**config.mk**
```make
export PLATFORM = sky130hd
export DESIGN_NAME = cnn_layer_sequencer
export DESIGN_NICKNAME = d
export VERILOG_FILES = /design/src/rtl/cnn_seq_pkg.sv /design/src/rtl/cnn_seq_watchdog.sv /design/src/rtl/cnn_layer_sequencer.sv
export SDC_FILE = /design/constraint.sdc
export NUM_CORES = 1
export LEC_CHECK = 0
export BUFFER_PORTS_ARGS = -buffer_cell sky130_fd_sc_hd__buf_4
export CAP_MARGIN = 20
export CORE_ASPECT_RATIO = 1.5
export CORE_MARGIN = 8
export CORE_UTILIZATION = 55
export DETAILED_ROUTE_END_ITERATION = 10
export GPL_TIMING_DRIVEN = 0
export PLACE_DENSITY = 0.87
export SYNTH_ARGS = -nofsm -noshare
export SYNTH_HDL_FRONTEND = slang
export SYNTH_SLANG_ARGS = --single-unit
```
**constraint.sdc**
```tcl
create_clock -name clk -period 2.9 [get_ports clk]
set_clock_uncertainty 0.1 [all_clocks]
set_input_delay 0.29 -clock clk [delete_from_list [all_inputs] [get_ports clk]]
set_output_delay 0.29 -clock clk [all_outputs]
set_load 0.005 [all_outputs]
```
**src/rtl/cnn_seq_pkg.sv**
```systemverilog
// Shared definitions for the CNN layer sequencer: FSM state encoding and
// the canonical stage indices used by the CNN top level.
package cnn_seq_pkg;

  typedef enum logic [2:0] {
    ST_IDLE  = 3'd0,
    ST_ISSUE = 3'd1,
    ST_WAIT  = 3'd2,
    ST_ADV   = 3'd3,
    ST_DONE  = 3'd4
  } seq_state_t;

  // Stage indices of the reference CNN pipeline
  localparam int STG_CONV1   = 0;
  localparam int STG_RELU1   = 1;
  localparam int STG_POOL1   = 2;
  localparam int STG_CONV2   = 3;
  localparam int STG_RELU2   = 4;
  localparam int STG_FLATTEN = 5;
  localparam int STG_DENSE   = 6;
  localparam int STG_ARGMAX  = 7;
  localparam int NUM_CNN_STAGES = STG_ARGMAX + 1;

endpackage

```
**src/rtl/cnn_seq_watchdog.sv**
```systemverilog
// Per-stage watchdog: counts cycles spent waiting on a stage and flags
// expiry on the last allowed WAIT cycle so the FSM can force an advance.
module cnn_seq_watchdog #(
  parameter int WDOG_CYCLES = 65535
) (
  input  logic clk,
  input  logic rst,
  input  logic i_clr,
  input  logic i_inc,
  output logic o_expire
);

  localparam int W = $clog2(WDOG_CYCLES + 1);

  logic [W-1:0] r_cnt;

  // Counter clears on each stage issue and counts WAIT cycles, saturating
  always_ff @(posedge clk or posedge rst) begin
    if (rst) begin
      r_cnt <= '0;
    end else if (i_clr) begin
      r_cnt <= '0;
    end else if (i_inc && (r_cnt != {W{1'b1}})) begin
      r_cnt <= r_cnt + 1'b1;
    end
  end

  assign o_expire = i_inc && (r_cnt == W'(WDOG_CYCLES - 1));

endmodule

```
**src/rtl/cnn_layer_sequencer.sv**
```systemverilog
// CNN layer sequencer: walks NUM_STAGES layer engines with a start/done
// handshake, one frame at a time, with per-frame stage skipping, abort and
// a saturating frame cycle count.
// Optional per-stage watchdog enabled by defining SEQ_WATCHDOG_EN.
module cnn_layer_sequencer
  import cnn_seq_pkg::*;
#(
  parameter int NUM_STAGES  = 8,
  parameter int STG_W       = 5,
  parameter int CNT_W       = 24,
  parameter int WDOG_CYCLES = 65535
) (
  input  logic                  clk,
  input  logic                  rst,
  input  logic                  frame_valid,
  output logic                  frame_ready,
  input  logic [NUM_STAGES-1:0] skip_mask,
  input  logic                  abort,
  output logic [NUM_STAGES-1:0] stage_start,
  input  logic [NUM_STAGES-1:0] stage_done,
  output logic [STG_W-1:0]      cur_stage,
  output logic                  busy,
  output logic                  result_valid,
  input  logic                  result_ready,
  output logic [CNT_W-1:0]      frame_cycles,
  output logic                  proto_err,
  output logic                  timeout_err
);

  seq_state_t            r_state;
  logic [STG_W-1:0]      r_cur;
  logic [NUM_STAGES-1:0] r_skip;
  logic [CNT_W-1:0]      r_cnt;
  logic                  r_proto;

  logic [NUM_STAGES-1:0] w_cur_oh;
  logic                  w_cur_skip;
  logic                  w_done_cur;
  logic                  w_done_other;
  logic                  w_last;
  logic                  w_expire;
  logic                  w_in_frame;

  assign w_cur_oh     = NUM_STAGES'(1) << r_cur;
  assign w_cur_skip   = |(r_skip & w_cur_oh);
  assign w_done_cur   = |(stage_done & w_cur_oh);
  assign w_done_other = |(stage_done & ~w_cur_oh);
  assign w_last       = (r_cur == STG_W'(NUM_STAGES - 1));
  assign w_in_frame   = (r_state != ST_IDLE) && (r_state != ST_DONE);

  // Start pulse is decoded from ISSUE so an abort in that cycle suppresses it
  assign stage_start = (r_state == ST_ISSUE && !w_cur_skip && !abort) ? w_cur_oh : '0;

`ifdef SEQ_WATCHDOG_EN
  logic r_tmo;

  cnn_seq_watchdog #(
    .WDOG_CYCLES (WDOG_CYCLES)
  ) u_wdog (
    .clk      (clk),
    .rst      (rst),
    .i_clr    (r_state == ST_ISSUE),
    .i_inc    (r_state == ST_WAIT),
    .o_expire (w_expire)
  );

  // Sticky timeout flag, cleared only by reset
  always_ff @(posedge clk or posedge rst) begin
    if (rst) begin
      r_tmo <= 1'b0;
    end else if (w_expire && !abort) begin
      r_tmo <= 1'b1;
    end
  end

  assign timeout_err = r_tmo;
`else
  assign w_expire    = 1'b0;
  assign timeout_err = 1'b0;
`endif

  // Sticky protocol error: a done from any stage other than the current one,
  // or any done while no frame is in flight
  always_ff @(posedge clk or posedge rst) begin
    if (rst) begin
      r_proto <= 1'b0;
    end else if ((w_in_frame && w_done_other) || (!w_in_frame && |stage_done)) begin
      r_proto <= 1'b1;
    end
  end

  // Main sequencing FSM with frame cycle counter
  always_ff @(posedge clk or posedge rst) begin
    if (rst) begin
      r_state <= ST_IDLE;
      r_cur   <= '0;
      r_skip  <= '0;
      r_cnt   <= '0;
    end else begin
      if (w_in_frame && (r_cnt != {CNT_W{1'b1}})) begin
        r_cnt <= r_cnt + 1'b1;
      end
      if (r_state == ST_IDLE) begin
        if (frame_valid) begin
          r_skip  <= skip_mask;
          r_cnt   <= '0;
          r_cur   <= '0;
          r_state <= ST_ISSUE;
        end
      end else if (abort) begin
        r_cur   <= '0;
        r_state <= ST_IDLE;
      end else begin
        case (r_state)
          ST_ISSUE: r_state <= w_cur_skip ? ST_ADV : ST_WAIT;
          ST_WAIT: begin
            if (w_done_cur || w_expire) r_state <= ST_ADV;
          end
          ST_ADV: begin
            if (w_last) begin
              r_state <= ST_DONE;
            end else begin
              r_cur   <= r_cur + 1'b1;
              r_state <= ST_ISSUE;
            end
          end
          ST_DONE: begin
            if (result_ready) r_state <= ST_IDLE;
          end
          default: r_state <= ST_IDLE;
        endcase
      end
    end
  end

  assign frame_ready  = (r_state == ST_IDLE);
  assign busy         = (r_state != ST_IDLE);
  assign result_valid = (r_state == ST_DONE);
  assign cur_stage    = r_cur;
  assign frame_cycles = r_cnt;
  assign proto_err    = r_proto;

endmodule

```
==> results.sh, run 1 <==
export IMPL_status="completed"
export IMPL_nets=376
export IMPL_path_class="reg2out"
export IMPL_synth_area_mm2=0.002545
export IMPL_initial_core_util=0.5650
export IMPL_cts_tree="done"
export IMPL_synthMuxAreaShare=0.04523
export IMPL_p_switching_mw=0.7290
export IMPL_timing_rr_start="frame_cycles[0]"
export IMPL_hold_class="in2async"
export IMPL_drv_cap=0
export IMPL_ys_seq_elements=41
export IMPL_area_growth_pct=24.34
export IMPL_grt_max_degree=42
export IMPL_fmax_ghz=0.3811
export IMPL_die_w_um=71.54
export IMPL_tightest_slew_ps=850.0
export IMPL_portBuffers=61
export IMPL_top_usage_layer="met2"
export IMPL_antenna_found_initial=0
export IMPL_r2r_end="frame_cycles[22]"
export IMPL_async_flop_share=1.000
export IMPL_yosys_warnings=0
export IMPL_diodes=0
export IMPL_synthAdderAreaFrac=0.009833
export IMPL_grt_pass1_wl_um=11290
export IMPL_finalCriticalPeriod_ps=2624
export IMPL_core_mm2=0.004504
export IMPL_rrSetupSlack_ps=790
export IMPL_maxSlewViolCount=0
export IMPL_place_gp_congestion=0.9311
export IMPL_synth_top_area_cell="dfrtp_1"
export IMPL_grt_pass1_vias=2442
export IMPL_rsz0062_at_grt="false"
export IMPL_finalHoldViolations=0
export IMPL_clock_sinks=41
export IMPL_synth_top_cells_by_count="nand2_1 (45), dfrtp_1 (41), nor2_1 (28)"
export IMPL_startpoint_type="register"
export IMPL_n_fill_cell=376
export IMPL_finalNonFillerCells=402
export IMPL_fp_row_count=30
export IMPL_p_seq_frac=0.386
export IMPL_irDropWorstVdd_v=0.0003880
export IMPL_synth_flop_cell="dfrtp_1"
export IMPL_swShare=0.3749
export IMPL_cts_clk_slew_worst_paths_ps=80
export IMPL_synth_compound_area_share=0.1445
export IMPL_internal_power_mw=1.216
export IMPL_clock_path_buffers=2
export IMPL_cp_data_required_time_ps=2510
export IMPL_met1_usage=0.2119
export IMPL_synth_area_leaders="dfrtp_1 (40%), nand2_1 (6.6%), nor2_1 (4.1%)"
export IMPL_synth_simple_gate_area_share=0.3009
export IMPL_p_leak_nw=1.403
export IMPL_slew_headroom=0.4325
export IMPL_drtIter0Drc=141
export IMPL_postSynthAreaPerCell_um2=8.930
export IMPL_cp_top_family="simple AND/OR/NAND/NOR gates"
export IMPL_gr_total_overflow=0
export IMPL_clkPwrFrac=0.215
export IMPL_synth_xor_area_frac=0.04818
export IMPL_ant_nets=0
export IMPL_drive_gt1_frac=0.2768
export IMPL_finalSetupTns_ps=0
export IMPL_die_h_um=99.31
export IMPL_ys_seq_area_frac=0.4031
export IMPL_setup_viol=0
export IMPL_root_buffer="clkbuf_8"
export IMPL_fin_crit_sh=0.9048
export IMPL_post_place_cells=394
export IMPL_ctsHoldBuffers=0
export IMPL_ioPinCount=63
export IMPL_max_stage_delay_ps=550
export IMPL_end_kind="output pin"
export IMPL_synth_edf_count=0
export IMPL_use_met2=0.3352
export IMPL_synth_top_area_share=0.4031
export IMPL_power_density_mw_per_mm2=614.5
export IMPL_synth_cell_types=60
export IMPL_synth_top_family_by_area="simple AND/OR/NAND/NOR gates"
export IMPL_worstSkewPairLatency_ps=300
export IMPL_h_tree_depth=2
export IMPL_synth_most_common_cell="nand2_1"
export IMPL_cp_max_fo=9
export IMPL_critPathLaunch="r_state[2]"
export IMPL_grt_util_met3=0.05539
export IMPL_arrival_ps=2230
export IMPL_wl_um=6647
export IMPL_routed_via_density=5.950
export IMPL_path_buf_inv=2
export IMPL_route_detailed_drc=0
export IMPL_cts_made_buffers=5
export IMPL_crit_chain="clkbuf_1, nor4b_2, or3b_2, nor3_1, buf_4"
export IMPL_slowest_stage="nor4b_2"
export IMPL_syn_nets=308
export IMPL_place_hpwl_um=4979
export IMPL_rr_worst_depth=6
export IMPL_die_area_mm2=0.007105
export IMPL_cts_resized=0
export IMPL_drt_pass1_iterations=4
export IMPL_syn_inst=285
export IMPL_post_cts_buffers=0
export IMPL_grt_use_total=0.1948
export IMPL_wl_per_cell_um=16.53
export IMPL_power_frac_comb=0.398
export IMPL_num_vias=2392
[registers in the layout (all words and copies together) (netlist names)]
register      flops
frame_cycles     24
r_state           3
r_skip            8
cur_stage         5
proto_err         1
[power groups by stage]
stage / Sequential, mW / Clock (mW) / Combinational [mW]
finish: 0.751 / 0.419 / 0.774
global route: 0.764 / 0.447 / 0.871
CTS: 0.750 / 0.429 / 0.781
detailed placement: 0.759 / 0 / 0.776
global placement: 0.755 / 0 / 0.754
floorplan: 0.743 / 0 / 0.531
[layout make-up]
| type | count | area, um^2 | share of cell area |
|---|---|---|---|
| inverters | 5 | 18.77 | 0.005931 |
| clock inverters | 1 | 5.005 | 0.001582 |
| plain buffers | 17 | 100.1 | 0.03163 |
| well taps | 48 | 60.06 | 0.01898 |
| repair buffers | 61 | 457.9 | 0.1447 |
| clock buffers | 7 | 96.34 | 0.03045 |
| multi-input cells | 222 | 1400 | 0.4425 |
| flip-flops and latches | 41 | 1026 | 0.3242 |
[placed cells by master, fill, tap and decap left out, drive strengths merged, types with 3 or more instances in the layout]
cell type,Yosys,layout
nor2,28,28
xnor2,10,10
nand2b,3,3
nor3,9,9
and2,4,4
a31oi,6,6
dfrtp,41,41
or3,14,14
nand2,46,46
inv,5,5
o21ai,15,15
and4,4,4
nor4,4,4
nand4,7,7
clkbuf,5,12
xor2,4,4
and3,3,3
o31ai,4,4
mux2i,7,7
nand3,15,15
a21oi,12,12
buf,12,73
[worst register-to-register path, stage by stage (launching register included)]
cell     delay [ps]
dfrtp_1         450
ha_1            260
and4_2          340
nand3_2         180
nor4b_1         410
xnor2_1         180
nor2_1           70
[kinds of logic (layout without fill, tap and decap cells)]
group                    count (synthesis)  count (layout)
AND/OR/NAND/NOR                        144             144
AO/OA/AOI/OAI                           52              52
flip-flops                              41              41
buffers and inverters                   22              91
XOR/XNOR                                14              14
multiplexers                             9               9
adder cells (fa/ha/maj)                  2               2
other                                    1               1
[per-stage QoR]
stage | power, mW | utilization | instance area (um^2) | hold WS (ps) | setup slack (ps)
3_3_place_gp | 1.510 | 0.6800 | 3063 | 358.1 | 639.1
5_1_grt | 2.082 | 0.7025 | 3164 | 74.74 | 125.6
2_1_floorplan | 1.273 | - | 2545 | 253.1 | 880.9
4_1_cts | 1.960 | 0.7025 | 3164 | 67.53 | 285.3
3_5_place_dp | 1.535 | 0.6800 | 3063 | 366.9 | 620.0
6_report | 1.945 | 0.7025 | 3164 | 66.60 | 276.2
[metal layers]
layer | part of all wire | routed length, um
met3 | 0.051 | 336
met2 | 0.52 | 3462
met5 | 0 | 0
met4 | 0.025 | 169
met1 | 0.40 | 2679
[how the worst max path moves through the flow]
stage / to / slack [ps] / cells past startpoint
6_report: stage_start[2] / 280 / 5
5_1_grt: stage_start[0] / 130 / 7
4_1_cts: stage_start[0] / 290 / 7
3_5_place_dp: stage_start[0] / 620 / 7
3_3_place_gp: stage_start[0] / 640 / 7
2_1_floorplan: stage_start[2] / 880 / 6
Note: power is estimated with default switching activity, not from simulation.
==> run 2: changes to the inputs <==
- ABC_AREA: not set -> 1
- PLACE_DENSITY: 0.87 -> 0.86
==> results.sh, run 2 <==
export IMPL_clock_path_buffers=2
export IMPL_finalSetupTns_ps=0
export IMPL_antenna_found_initial=0
export IMPL_fin_crit_sh=0.8487
export IMPL_root_buffer="clkbuf_8"
export IMPL_place_gp_congestion=0.9488
export IMPL_cts_tree="done"
export IMPL_initial_core_util=0.5620
export IMPL_slew_headroom=0.4255
export IMPL_fp_row_count=32
export IMPL_grt_pass1_vias=3012
export IMPL_tightest_slew_ps=860.5
export IMPL_synth_edf_count=0
export IMPL_synth_top_area_share=0.3619
export IMPL_irDropWorstVdd_v=0.0004697
export IMPL_synth_flop_cell="dfrtp_1"
export IMPL_cts_made_buffers=5
export IMPL_ys_seq_area_frac=0.3619
export IMPL_crit_chain="buf_2, inv_1, nand4_1, nand2_1, nor2_1, nand4_2, nor3_1, buf_4"
export IMPL_post_cts_buffers=0
export IMPL_finalHoldViolations=0
export IMPL_synth_top_area_cell="dfrtp_1"
export IMPL_fmax_ghz=0.4063
export IMPL_grt_use_total=0.2056
export IMPL_worstSkewPairLatency_ps=290
export IMPL_critPathLaunch="cur_stage[1]"
export IMPL_ioPinCount=63
export IMPL_cts_resized=0
export IMPL_final_cell_mix="nand2_1 (125), buf_4 (65), nor2_1 (61)"
export IMPL_routed_via_density=5.309
export IMPL_status="completed"
export IMPL_drv_cap=0
export IMPL_synth_cell_types=36
export IMPL_place_ws_ps=785.6
export IMPL_area_growth_pct=22.07
export IMPL_die_w_um=74.62
export IMPL_multi_input_area_mm2=0.001528
export IMPL_gr_total_overflow=0
export IMPL_rsz0062_at_grt="false"
export IMPL_yosys_warnings=0
export IMPL_synth_most_common_cell="nand2_1"
export IMPL_fin_hold_ws_ps=76.62
export IMPL_finalNonFillerCells=551
export IMPL_final_common_cell="nand2_1"
export IMPL_drive_gt1_frac=0.2443
export IMPL_finalCriticalPeriod_ps=2461
export IMPL_maxSlewViolCount=0
export IMPL_syn_nets=437
export IMPL_drt_pass1_iterations=4
export IMPL_portBuffers=61
export IMPL_async_flop_share=1.000
export IMPL_ys_seq_elements=41
export IMPL_setup_ws_ps=438.7
export IMPL_ctsHoldBuffers=0
export IMPL_clock_sinks=41
export IMPL_place_hpwl_um=5983
export IMPL_synth_area_mm2=0.002835
export IMPL_arrival_ps=2070
export IMPL_drtIter0Drc=165
export IMPL_seq_area_mm2=0.001026
export IMPL_route_detailed_drc=0
export IMPL_core_mm2=0.005045
export IMPL_setup_viol=0
export IMPL_postSynthAreaPerCell_um2=6.848
export IMPL_synth_top_cells_by_count="nand2_1 (125), nor2_1 (61), inv_1 (47)"
export IMPL_end_kind="output pin"
export IMPL_ant_nets=0
export IMPL_post_place_cells=543
export IMPL_grt_max_degree=42
export IMPL_nets=505
export IMPL_power_density_mw_per_mm2=661.3
export IMPL_path_class="reg2out"
export IMPL_cts_clk_slew_worst_paths_ps=80
export IMPL_max_stage_delay_ps=380
export IMPL_timing_rr_start="frame_cycles[0]"
export IMPL_p_leak_nw=1.742
export IMPL_syn_inst=414
export IMPL_wl_um=7543
export IMPL_cp_max_fo=9
export IMPL_grt_pass1_wl_um=12970
export IMPL_die_area_mm2=0.007756
export IMPL_die_h_um=103.9
export IMPL_largest_reg_flops=24
export IMPL_startpoint_type="register"
export IMPL_diodes=0
export IMPL_num_vias=2925
export IMPL_synth_area_leaders="dfrtp_1 (36%), nand2_1 (17%), nor2_1 (8.1%)"
export IMPL_cp_data_required_time_ps=2510
export IMPL_n_fill_cell=477
export IMPL_h_tree_depth=2
export IMPL_wl_per_cell_um=13.69
export IMPL_slowest_stage="dfrtp_1"
export IMPL_hold_class="in2async"
==> run 2: report_power, final <==
part | switching, mW | leakage [nW] | internal, mW
clock | 0.196 | 0.0450 | 0.167
sequential | 0.141 | 0.538 | 0.707
combinational | 0.651 | 1.16 | 0.427
total | 0.988 | 1.74 | 1.30
==> run 2: per-layer routing <==
| metal | share of wire | vias up | GRT usage | routed length [um] |
|---|---|---|---|---|
| li1 | - | 1455 | - | - |
| met1 | 0.37 | 1349 | 0.2046 | 2785 |
| met2 | 0.55 | 102 | 0.3836 | 4133 |
| met3 | 0.054 | 19 | 0.03475 | 409 |
| met4 | 0.028 | 0 | 0.09577 | 214 |
| met5 | 0 | - | 0 | 0 |
==> run 2: kinds of logic (layout without fill, tap and decap cells) <==
group,Yosys count,in the layout,synth area share
compound gates,34,34,0.07723
flops,41,41,0.3619
xor+xnor,4,4,0.01236
other cells,1,1,0.001323
buf+inv,63,132,0.09929
simple gates,269,269,0.4391
fa+ha+maj,2,2,0.008825
==> run 2: final timing paths <==
kind                              endpoint  slack, ps  cells past startpoint
setup / recovery            stage_start[3]        440                      8
hold / removal                cur_stage[1]         80                      2
setup reg to reg           frame_cycles[9]        990                     11
hold reg to reg                  r_skip[0]        380                      2
max in group asynchronous        r_skip[5]       2080                      2
min in group clk              cur_stage[4]         80                      2
==> run 2: final cells by class <==
class                   instances  share of cell area
inverters                      53             0.05893
repair buffers                 61              0.1323
flip-flops and latches         41              0.2965
multi-input cells             310              0.4414
well taps                      68             0.02458
plain buffers                  10             0.02242
clock buffers                   6             0.02097
clock inverters                 2            0.002892
==> run 2: worst max-delay path, delay by kind of cell, from the launching register on <==
family / cells / cell delay, ps
and+or+nand+nor: 5 / 890
buffers and inverters: 3 / 510
DFF: 1 / 380
==> run 2: metrics by stage <==
stage / total power, mW / cell area, um^2 / util
floorplan: 1.559 / 2835 / -
finish: 2.289 / 3461 / 0.6860
CTS: 2.296 / 3461 / 0.6860
detailed placement: 1.932 / 3378 / 0.6696
global route: 2.444 / 3461 / 0.6860
global placement: 1.901 / 3378 / 0.6696
